**src/rtl/text_pkg.sv**
```systemverilog
// Shared constants, state encoding and character mapping for the OLED text scheduler.
// Latency: n/a (declarations only).
// Backpressure: n/a.
package text_pkg;

  localparam int ROWS  = 4;
  localparam int COLS  = 16;
  localparam int CELLS = ROWS * COLS;

  localparam logic [7:0] CHAR_SPACE = 8'h20;
  localparam logic [7:0] CHAR_FIRST = 8'h20;
  localparam logic [7:0] CHAR_LAST  = 8'h7E;

  localparam int FONT_BYTES_PER_CHAR = 16;

  // px_addr = {page, column}; page = {row, half}; column = {cidx, bcol}
  localparam int PAGE_W      = 3;
  localparam int COLUMN_W    = 7;
  localparam int PX_ADDR_W   = PAGE_W + COLUMN_W;
  localparam int ROW_W       = 2;
  localparam int CIDX_W      = 4;
  localparam int BCOL_W      = 3;
  localparam int CELL_W      = ROW_W + CIDX_W;
  localparam int FONT_ADDR_W = 11;

  typedef enum logic [1:0] {
    IDLE = 2'd0,
    CHAR = 2'd1,
    WAIT = 2'd2,
    RESP = 2'd3
  } state_t;

  // Non-printable codes have no glyph in the ROM; draw them as blanks.
  function automatic logic [7:0] mapPrintable(input logic [7:0] c);
    if (c < CHAR_FIRST || c > CHAR_LAST) return CHAR_SPACE;
    return c;
  endfunction

endpackage

```
**src/rtl/text_char_buffer.sv**
```systemverilog
// 64-cell character store: one synchronous write port, one combinational read port.
// Latency: write lands at the clock edge; read data follows rdAddr in the same cycle.
// Backpressure: none; the owner arbitrates the single access slot.
// Ports: clk, rst_n (async, active low; all cells reset to space),
//        wrEn/wrAddr/wrChar (write), rdAddr/rdChar (read).
module text_char_buffer
  import text_pkg::*;
(
  input  logic              clk,
  input  logic              rst_n,
  input  logic              wrEn,
  input  logic [CELL_W-1:0] wrAddr,
  input  logic [7:0]        wrChar,
  input  logic [CELL_W-1:0] rdAddr,
  output logic [7:0]        rdChar
);

  logic [7:0] mem [CELLS];

  always_ff @(posedge clk or negedge rst_n) begin
    if (!rst_n) begin
      for (int i = 0; i < CELLS; i++) mem[i] <= CHAR_SPACE;
    end else if (wrEn) begin
      mem[wrAddr] <= wrChar;
    end
  end

  assign rdChar = mem[rdAddr];

endmodule

```
**src/rtl/text_scheduler.sv**
```systemverilog
// Serves OLED pixel-byte requests: buffer lookup, font-ROM fetch, one-cycle px_valid pulse.
// Latency: request seen in IDLE -> px_valid after FONT_LATENCY+3 edges (fifth cycle at default).
// Backpressure: px_req ignored while busy; host writes stalled (wr_ready=0) in CHAR or when a request starts.
// Ports: clk, rst_n (async active low); px_req/px_addr -> px_valid/px_data (driver side);
//        wr_valid/wr_ready/wr_addr/wr_char (host writer); font_addr -> font_data (external ROM); busy.
// Optional: define TEXT_SCHEDULER_CURSOR_EN for a blinking inverted cursor after the last written cell.
module text_scheduler
  import text_pkg::*;
#(
  parameter int FONT_LATENCY = 1
`ifdef TEXT_SCHEDULER_CURSOR_EN
  , parameter int BLINK_DIV = 24
`endif
) (
  input  logic                   clk,
  input  logic                   rst_n,
  input  logic                   px_req,
  input  logic [PX_ADDR_W-1:0]   px_addr,
  output logic                   px_valid,
  output logic [7:0]             px_data,
  input  logic                   wr_valid,
  output logic                   wr_ready,
  input  logic [CELL_W-1:0]      wr_addr,
  input  logic [7:0]             wr_char,
  output logic [FONT_ADDR_W-1:0] font_addr,
  input  logic [7:0]             font_data,
  output logic                   busy
);

  localparam logic [1:0] WAIT_LOAD = 2'(FONT_LATENCY);

  state_t                 state, stateNext;
  logic [PX_ADDR_W-1:0]   reqAddr;
  logic [1:0]             waitCnt;
  logic                   wrAccept;
  logic [CELL_W-1:0]      reqCell;
  logic                   reqHalf;
  logic [BCOL_W-1:0]      reqBcol;
  logic [7:0]             cellChar;
  logic [7:0]             charOff;
  logic [FONT_ADDR_W-1:0] fontAddrNext;
  logic [7:0]             captureByte;

  // Decode of the latched request: row = page[2:1], half = page[0], cidx = column[6:3], bcol = column[2:0].
  assign reqCell = {reqAddr[PX_ADDR_W-1 -: ROW_W], reqAddr[COLUMN_W-1 -: CIDX_W]};
  assign reqHalf = reqAddr[COLUMN_W];
  assign reqBcol = reqAddr[BCOL_W-1:0];

  assign wrAccept = wr_valid && wr_ready;

  text_char_buffer uBuffer (
    .clk    (clk),
    .rst_n  (rst_n),
    .wrEn   (wrAccept),
    .wrAddr (wr_addr),
    .wrChar (wr_char),
    .rdAddr (reqCell),
    .rdChar (cellChar)
  );

  assign charOff      = mapPrintable(cellChar) - CHAR_FIRST;
  assign fontAddrNext = FONT_ADDR_W'(charOff) * FONT_ADDR_W'(FONT_BYTES_PER_CHAR)
                      + FONT_ADDR_W'({reqHalf, reqBcol});

  // State register
  always_ff @(posedge clk or negedge rst_n) begin
    if (!rst_n) state <= IDLE;
    else        state <= stateNext;
  end

  // Next-state logic
  always_comb begin
    stateNext = state;
    case (state)
      IDLE:    if (px_req) stateNext = CHAR;
      CHAR:    stateNext = WAIT;
      WAIT:    if (waitCnt == 2'd0) stateNext = RESP;
      RESP:    stateNext = IDLE;
      default: stateNext = IDLE;
    endcase
  end

  // Outputs. The buffer port is owned by the read in CHAR, and also in the IDLE
  // cycle where a request is taken so the write cannot race the lookup.
  always_comb begin
    px_valid = (state == RESP);
    busy     = (state != IDLE);
    wr_ready = (state != CHAR) && !(state == IDLE && px_req);
  end

`ifdef TEXT_SCHEDULER_CURSOR_EN
  logic [CELL_W-1:0]    cursor;
  logic [BLINK_DIV-1:0] blinkCnt;

  always_ff @(posedge clk or negedge rst_n) begin
    if (!rst_n) begin
      cursor   <= '0;
      blinkCnt <= '0;
    end else begin
      blinkCnt <= blinkCnt + 1'b1;
      if (wrAccept) cursor <= wr_addr + 1'b1;  // 6-bit wrap is intended
    end
  end

  assign captureByte = (blinkCnt[BLINK_DIV-1] && (reqCell == cursor)) ? ~font_data : font_data;
`else
  assign captureByte = font_data;
`endif

  // Request datapath. font_addr is launched on leaving CHAR, so later writes to
  // the same cell cannot change the byte in flight.
  always_ff @(posedge clk or negedge rst_n) begin
    if (!rst_n) begin
      reqAddr   <= '0;
      waitCnt   <= '0;
      font_addr <= '0;
      px_data   <= '0;
    end else begin
      if (state == IDLE && px_req) reqAddr <= px_addr;
      if (state == CHAR) begin
        font_addr <= fontAddrNext;
        waitCnt   <= WAIT_LOAD;
      end else if (state == WAIT && waitCnt != 2'd0) begin
        waitCnt <= waitCnt - 2'd1;
      end
      if (state == WAIT && waitCnt == 2'd0) px_data <= captureByte;
    end
  end

endmodule
```
**config.mk**
```make
export PLATFORM = sky130hd
export DESIGN_NAME = text_scheduler
export DESIGN_NICKNAME = d
export VERILOG_FILES = /design/src/rtl/text_pkg.sv /design/src/rtl/text_char_buffer.sv /design/src/rtl/text_scheduler.sv
export SDC_FILE = /design/constraint.sdc
export NUM_CORES = 1
export LEC_CHECK = 0
export ABC_AREA = 1
export BUFFER_PORTS_ARGS = -buffer_cell sky130_fd_sc_hd__buf_2
export CAP_MARGIN = 0
export CORE_ASPECT_RATIO = 0.7
export CORE_UTILIZATION = 55
export DETAILED_ROUTE_END_ITERATION = 10
export PLACE_DENSITY = 0.7
export SLEW_MARGIN = 40
export SYNTH_ARGS = -nofsm -noshare
export SYNTH_HDL_FRONTEND = slang
export SYNTH_HIERARCHICAL = 1
export SYNTH_SLANG_ARGS = --single-unit
```
**constraint.sdc**
```tcl
create_clock -name clk -period 6.5 [get_ports clk]
set_input_delay 0.975 -clock clk [delete_from_list [all_inputs] [get_ports clk]]
set_output_delay 0.975 -clock clk [all_outputs]
set_load 0.01 [all_outputs]
```
After elaboration in Yosys (flattened, before gate mapping)
Cells that the tools add are included.

storage, ports and cells
  memory bits (read-only) = 0
  memories kept = 0
  bits of input ports = 36
  register bits = 545
  memory bits (writable) = 0
  bits in latches = 0
  word-level logic and storage cells = 113
  output and inout port bits = 22

cells by class
  magnitude comparators = 5
  eq/ne operators = 6
  mux-type cells = 14
  bitwise operators = 2
  div/mod/pow operators = 0
  shift-type cells = 0
  $mul = 0
  reduce and logical (&&, ||, !) cells = 14
  add/sub/neg operators = 3

operators with widths
  kind                                                                   number
  512-bit bitwise mux                                                    1
  8-bit binary-select mux with 6-bit select                              1
  8-bit demux with 6-bit select                                          1
  8-bit 2-to-1 mux                                                       3
  7-bit greater-or-equal comparator, second input constant               2
  7-bit 2-to-1 mux                                                       2
  6-bit inverter with 7-bit output                                       2
  11-bit by 4-bit adder with 11-bit output                               1
  8-bit by 7-bit > comparator with 1-bit output, second input constant   1
  8-bit by 6-bit < comparator with 1-bit output, second input constant   1
  2-bit 2-to-1 mux                                                       4
  2-bit case mux with 4 select lines                                     1
  7-bit by 1-bit < comparator with 1-bit output, second input constant   1
  7-bit by 6-bit subtractor with 7-bit output, second input constant     1
  1-bit logical AND                                                      6
  2-bit nonzero test                                                     3
  2-bit equality test, second input constant                             2
  2-bit logical NOT                                                      2
  2-bit != test, second input constant                                   2
  2-bit by 1-bit equality test with 1-bit output, second input constant  1
  2-bit by 1-bit != test with 1-bit output, second input constant        1
  2-bit AND reduction                                                    1
  2-bit by 1-bit subtractor with 2-bit output, second input constant     1
  1-bit logical NOT                                                      1
  2 further kinds                                                        2

Depth between registers and ports, before layout
Gate-level depths: netlist of the first run.

  depth in word-level cells = 10
  gate-level depth with buffers = 17
  depth with buffers taken out = 14

By module
Netlist of the first run, hierarchy kept.

modules (own cells, without submodules)
  module            area each (µm²)  instances  cells an instance
  text_char_buffer  23,299.8         1          2,941
  text_scheduler    1,517.7          1          178

Least setup slack after synthesis of the first run
OpenSTA, ideal clock, no wires.

  kind = input -> register
  start point = input px_req
  end point = register uBuffer/mem[246] (netlist name)
  arrival = 2.333 ns
  path buffers = 1
  path slack = 4.034 ns
  cell stages on the path = 8
  library setup time = 0.133 ns
  cell sequence = nand2_1 -> and3_1 -> nand2_1 -> nor3_1 -> nand2_1 -> clkbuf_1 -> nand2_1 -> o21ai_0

between the ends
  word-level cells in the longest chain between the ends = 4

ends and longest elaborated chain
  item                            RTL line                RTL
  start: declaration              text_scheduler.sv:17    input logic px_req,
  1-bit logical AND               text_scheduler.sv:88    wr_ready = (state != CHAR) && !(state == IDLE && px_req);
  1-bit logical NOT               text_scheduler.sv:88
  1-bit logical AND               text_scheduler.sv:88
  1-bit logical AND               text_scheduler.sv:49    assign wrAccept = wr_valid && wr_ready;
  via wrAccept                    text_scheduler.sv:35    logic wrAccept;
  end signal: indexed assignment  text_char_buffer.sv:24  mem[wrAddr] <= wrChar;
  end: declaration                text_char_buffer.sv:18  logic [7:0] mem [CELLS];

The timed path passes the listed nets, and every way through them passes these cells.
A chain may end at the register's enable or synchronous reset.

Final worst setup path of the first run
  start point = register reqAddr[3]
  end point = register font_addr[7]

between the ends
  word-level cells in the longest chain between the ends = 10
  elaborated cells between the ends (all ways) = 11
  classes of those cells = add/sub: 2; order compare: 2; mux: 5; bitwise: 1; reduce/logical: 1

ends and longest elaborated chain
  item                                                                                                                   RTL line                RTL
  start: declaration                                                                                                     text_scheduler.sv:33    logic [PX_ADDR_W-1:0] reqAddr;
  start signal: assignment                                                                                               text_scheduler.sv:119   if (state == IDLE && px_req) reqAddr <= px_addr;
  6-bit inverter with 7-bit output (implied by the code) *                                                               text_char_buffer.sv:28  assign rdChar = mem[rdAddr];
  8-bit binary-select mux with 6-bit select *                                                                            text_char_buffer.sv:28
  8-bit 2-to-1 mux (implied by the code) * (2 in a row)                                                                  text_char_buffer.sv:28
  via cellChar[6]                                                                                                        text_scheduler.sv:39    logic [7:0] cellChar;
  8-bit by 6-bit < comparator with 1-bit output / 8-bit by 7-bit > comparator with 1-bit output (equally long branches)  text_pkg.sv:35          if (c < CHAR_FIRST || c > CHAR_LAST) return CHAR_SPACE;
  1-bit logical OR *                                                                                                     text_pkg.sv:35
  1-bit 2-to-1 mux *                                                                                                     text_pkg.sv:35
  7-bit 2-to-1 mux *                                                                                                     text_pkg.sv:36          return c;
  7-bit by 6-bit subtractor with 7-bit output *                                                                          text_scheduler.sv:61    assign charOff = mapPrintable(cellChar) - CHAR_FIRST;
  11-bit by 4-bit adder with 11-bit output *                                                                             text_scheduler.sv:63    + FONT_ADDR_W'({reqHalf, reqBcol});
  end signal: assignment                                                                                                 text_scheduler.sv:121   font_addr <= fontAddrNext;
  end: declaration                                                                                                       text_scheduler.sv:25    output logic [FONT_ADDR_W-1:0] font_addr,

Mark *: on every way through the listed nets, which the timed path passes. The rest lies on a longest branch. The select of a mux whose other input is x is not followed.

==> flow_summary.ini, run 1 <==
[global_routing]
grt_usage = 0.310
grt_pass1_wl_mm = 114
grt_pass1_vias = 20405
grt_antenna_before_repair = 4
grt_start_max_net_pins = 166
grt_overflow = 0

[detailed_routing]
routed_via_density = 5.85
drt_iter0_drc = 2690
first_pass_iters = 6
drtAntennaViolNets = 0
drt-total-wl_mm = 70.5
wire_per_inst_um = 19.2
dr_total_vias = 21514
drc = 0

[yosys]
synth_edf_count = 0
synth_common_cells = nand2_1, o21ai_0, dfrtp_1
ys_warn_count = 6
ys_ff_latch = 545
synthFlopType = dfrtp_1
synth_cell_types = 26
netlist_area_um2 = 24800
synth_top_area_share = 0.485
synthesis.instances = 3119
async_flop_share = 1.00
yosys-top-cells-area = dfrtp_1, nand2_1, o21ai_0, nand3_1, dfstp_2
yosysTopAreaCell = dfrtp_1
ys_seq_area_frac = 0.553
syn-mean-instance-area_um2 = 7.96
yosysMostFrequentCell = nand2_1
synth_fp_nets = 3161

[sta]
setup_violations = 0
finalSetupTns_ns = 0
fmax_ghz = 0.275
rsz0062_at_grt = false
maxSlewViolCount = 0
hold_viol = 0
fin_crit_sh = 0.559
slew_headroom = 0.424
fin_skew_ns = 0.0200
final_period_minus_worst_setup_slack_ns = 3.63
worst_pin_slew_ns = 0.864

[placed_design]
place_hpwl_mm = 41.4
gp_congestion = 0.892
placed_cell_area_um2 = 25300
port_buffers = 57

[power]
power_density_nw_per_um2 = 422
p_total_mw = 11.5
p_leak_nw = 12.4
vdd_drop_max_uv = 340

[cts]
cts_buffers = 52
cts_setup_buffers = 0
cts_root_buf = clkbuf_16
h-tree-depth = 2
cts.sink_count = 545
post_cts_resized = 0
holdBufCountCts = 0
clock_latency_ns = 0.59
cts_tree = built
clk_pin_slew_ns = 0.06
cts_buffer_depth = 3

[floorplan]
die_area_um2 = 46000
num_rows = 64
core_area_um2 = 44100
die_y_um = 180
initial_core_util = 0.562
num_io_pins = 58
fp.dieW_um = 256

[worst_setup_path]
reg2reg_slack_ns = 2.87
crit_chain = buf_4 -> buf_6 -> nand2_1 -> nand3_1 -> nand3_1 -> nand2_1 -> nand2_1 -> nand3_1 -> nand3_1 -> nand2_1 -> nand2_1 -> nor2_2 -> nand2_2 -> nand3_1 -> nand2_1
cp_top_family = simple AND/OR/NAND/NOR gates
cpMaxStageDelayCell = dfrtp_4
cp_num_buf_inv = 2
cp_max_fo = 78
cp_data_required_time_ns = 6.98
max_stage_delay_ns = 0.85
critPathCaptureType = register
cp-start-kind = register
arrival_ns = 4.11
critPathKind = reg2reg
cp_common_cell = nand2_1

[worst_hold_path]
min_path_type = in2async

[layout]
stdcell_area_um2 = 27200
syn2layout_area_growth_pct = 9.52
num-nets-final = 3080
drive_gt1_frac = 0.0892
fillers = 3884

[outcome]
status = completed

[job]
drv_cap = 0
-- per-layer routing --
| layer | track usage | vias to the layer above | part of all wire |
|---|---|---|---|
| met3 | 0.0705 | 133 | 0.11 |
| met2 | 0.450 | 1027 | 0.42 |
| met1 | 0.474 | 10332 | 0.45 |
| met4 | 0.0714 | 2 | 0.021 |
| li1 | - | 10020 | - |
| met5 | 0 | - | 0.00024 |
-- power breakdown --
| group | switching (mW) | internal, mW | leakage [nW] |
|---|---|---|---|
| sequential | 0.488 | 4.15 | 7.15 |
| combinational | 2.58 | 1.10 | 4.38 |
| clock | 1.32 | 1.84 | 0.873 |
| total | 4.38 | 7.08 | 12.4 |
-- cell families after synthesis --
logic type,share of synthesized area
AND/OR/NAND/NOR,0.297
flip-flops,0.553
AO/OA/AOI/OAI,0.105
buffers and inverters,0.0416
adder cells (fa/ha/maj),0.00302
-- metrics by stage --
| step | hold slack, ns | utilization | worst slack, ns | std cells |
|---|---|---|---|---|
| finish | 0.396 | 0.616 | 2.87 | 3678 |
| global route | 0.445 | 0.616 | 2.59 | 3677 |
| CTS | 0.415 | 0.614 | 2.70 | 3673 |
| detailed placement | 0.459 | 0.574 | 2.72 | 3575 |
| global placement | 0.454 | 0.572 | 2.65 | 3573 |
| floorplan | 0.447 | - | 4.03 | 3119 |
-- sequential cells by signal, summed over array words and instances, names as in the netlist --
name / count
font_addr: 11
px_data: 8
reqAddr: 10
state: 2
uBuffer/mem: 512
waitCnt: 2
-- final cells by class --
type / instances / area, um^2 / share of cell area
clock buffers: 81 / 1550 / 0.0571
flip-flops and latches: 545 / 13700 / 0.505
clock inverters: 17 / 220 / 0.00810
repair buffers: 92 / 707 / 0.0260
multi-input cells: 2312 / 10100 / 0.371
diodes: 2 / 5.00 / 0.000184
inverters: 35 / 146 / 0.00539
well taps: 594 / 743 / 0.0273
-- cells in the final DEF (no fill, tap or decap), types with 2 or more instances in the layout --
cell       count
nand3_1      447
inv_6          2
buf_6          5
bufinv_16      5
buf_4         22
nand2_2        3
inv_4          3
o21ai_1        3
nor3_1         2
nor2_2         5
clkbuf_16     53
nor3_4         7
nand2_1     1311
dfrtp_4        2
ha_1           6
inv_1         21
o21ai_0      513
clkbuf_8      12
clkbuf_1      16
dfstp_2       64
diode_2        2
o21ai_2        2
buf_16         4
buf_12         4
nor2_1         8
clkinv_2       9
dfrtp_1      478
buf_2         56
inv_2         10
-- path summary, 6_finish.rpt --
kind                                    end  cells after the start         start
max                            font_addr[7]                     15    reqAddr[3]
min                        uBuffer/mem[274]                      1         rst_n
max reg2reg                    font_addr[7]                     15    reqAddr[3]
min reg2reg                    font_addr[1]                      2  font_addr[1]
max in group asynchronous  uBuffer/mem[245]                      4         rst_n
min in group clk               font_addr[1]                      2  font_addr[1]
-- worst register-to-register path: stages, from the launching register on --
cell,delay (ns)
dfrtp_4,0.85
buf_4,0.63
buf_6,0.57
nand2_1,0.17
nand3_1,0.12
nand3_1,0.10
nand2_1,0.18
nand2_1,0.07
nand3_1,0.14
nand3_1,0.10
nand2_1,0.12
nand2_1,0.10
nor2_2,0.12
nand2_2,0.09
nand3_1,0.09
nand2_1,0.05
Note: power is estimated with default switching activity, not from simulation.
==> run 2, diff against run 1 <==
- clock period: 6.5 -> 3.42 ns (I/O delays scaled with it)
==> flow_summary.ini, run 2 (synthesis gave the netlist of run 1 again) <==
[outcome]
status = completed

[worst_setup_path]
cpMaxStageDelayCell = dfrtp_4
crit_path_start = reqAddr[3]
cp.depth = 15
worstRegToRegCells = 15
critPathCaptureType = register
crit_chain = inv_6 -> buf_12 -> nand2_1 -> nand3_1 -> nand3_1 -> nand2_1 -> nand2_1 -> nand3_1 -> nand3_1 -> nand2_1 -> nand2_1 -> nor2_2 -> nand2_2 -> nand3_1 -> nand2_1
cp-start-kind = register
r2r-end = font_addr[7]
reg2reg_slack_ns = 0.50
critPathKind = reg2reg
cp_num_buf_inv = 2
crit-reg2reg-launch = reqAddr[3]
arrival_ns = 3.39
cp_common_cell = nand2_1
cp_max_fo = 67
max_stage_delay_ns = 0.65
cp-endpoint = font_addr[7]
cp_top_family = simple AND/OR/NAND/NOR gates
cp_data_required_time_ns = 3.88

[cts]
h-tree-depth = 2
cts_setup_buffers = 0
clock_latency_ns = 0.58
cts_buffers = 51
cts_root_buf = clkbuf_16
cts.sink_count = 545
cts_tree = built
clk_pin_slew_ns = 0.07
cts_buffer_depth = 3

[detailed_routing]
routed_via_density = 5.89
dr_total_vias = 21757
drt_iter0_drc = 2802
drt-total-wl_mm = 71.7
wire_per_inst_um = 19.4
drc = 0
first_pass_iters = 6
drtAntennaViolNets = 0

[floorplan]
num_io_pins = 58
num_rows = 64
die_area_um2 = 46000
initial_core_util = 0.562
die_y_um = 180
core_area_um2 = 44100
fp.dieW_um = 256

[sta]
slew_headroom = 0.489
fin_skew_ns = 0.0124
worst_pin_slew_ns = 0.766
final_period_minus_worst_setup_slack_ns = 2.92
setup_violations = 0
finalSetupTns_ns = 0
fin_crit_sh = 0.855
rsz0062_at_grt = false
whs_ns = 0.130
fmax_ghz = 0.342
final.setup.worst_slack_ns = 0.495
maxSlewViolCount = 0
hold_viol = 0

[global_routing]
grt_start_max_net_pins = 130
grt_overflow = 0
grt_pass1_wl_mm = 115
grt_usage = 0.314
grt_antenna_before_repair = 4
grt_pass1_vias = 20351

[worst_hold_path]
min_path_type = in2reg
min_path_cells = 3
min-delay-start = px_addr[0]

[placed_design]
gp_congestion = 0.915
port_buffers = 57
dp_slack_ns = 0.562
place_hpwl_mm = 44.0

[job]
drv_cap = 0

[layout]
top_register = uBuffer/mem
largest_reg_flops = 512
reg_top3 = uBuffer/mem (512), font_addr (11), reqAddr (10)
drive_gt1_frac = 0.0920
syn2layout_area_growth_pct = 9.99
final_cell_mix = nand2_1, o21ai_0, dfrtp_1
num-nets-final = 3100
final_common_cell = nand2_1

[power]
p_total_mw = 21.7
p_leak_nw = 12.5
power_density_nw_per_um2 = 795
vdd_drop_max_uv = 587
run 2: final cells by class:
class                      instances  area, um^2
fill                            3878       16800
sequential                       545       13700
tap                              594         743
inverter                          35         141
timing repair buffer             113         922
clock buffer                      82        1560
clock inverter                    12         135
antenna                            2        5.00
multi-input combinational       2312       10100
run 2: power breakdown:
group	switching (mW)	internal, mW
sequential	0.861	7.88
clock	2.46	3.33
combinational	4.95	2.21
total	8.27	13.4
run 2: timing repair:
| action | 4_1_cts | 5_1_grt |
|---|---|---|
| gates resized for setup | 0 | 0 |
| endpoints found under the hold margin | 50 | 0 |
| hold buffers | 1 | 0 |
run 2: how the worst min path moves through the flow:
stage	to
6_report	reqAddr[0]
3_5_place_dp	px_data[0]
5_1_grt	reqAddr[2]
4_1_cts	reqAddr[0]
3_3_place_gp	px_data[0]
2_1_floorplan	font_addr[0]
run 2: tightest hold or removal path: cells and delay by family:
family / cells / cell delay [ns]
simple gates: 2 / 0.08
buf+inv: 1 / 0.07
run 2: per-layer routing:
metal  vias to the layer above  part of all wire  GRT usage
li1                      10065                 -          -
met1                     10536              0.45      0.479
met2                      1019              0.43      0.458
met3                       135              0.10     0.0664
met4                         2             0.021     0.0757
met5                         -           0.00018          0
run 2: metrics by stage:
step | util | std cells | cell area [um^2]
floorplan | - | 3119 | 24800
detailed placement | 0.580 | 3598 | 25600
CTS | 0.618 | 3693 | 27300
global route | 0.619 | 3695 | 27300
finish | 0.619 | 3695 | 27300
global placement | 0.580 | 3598 | 25600
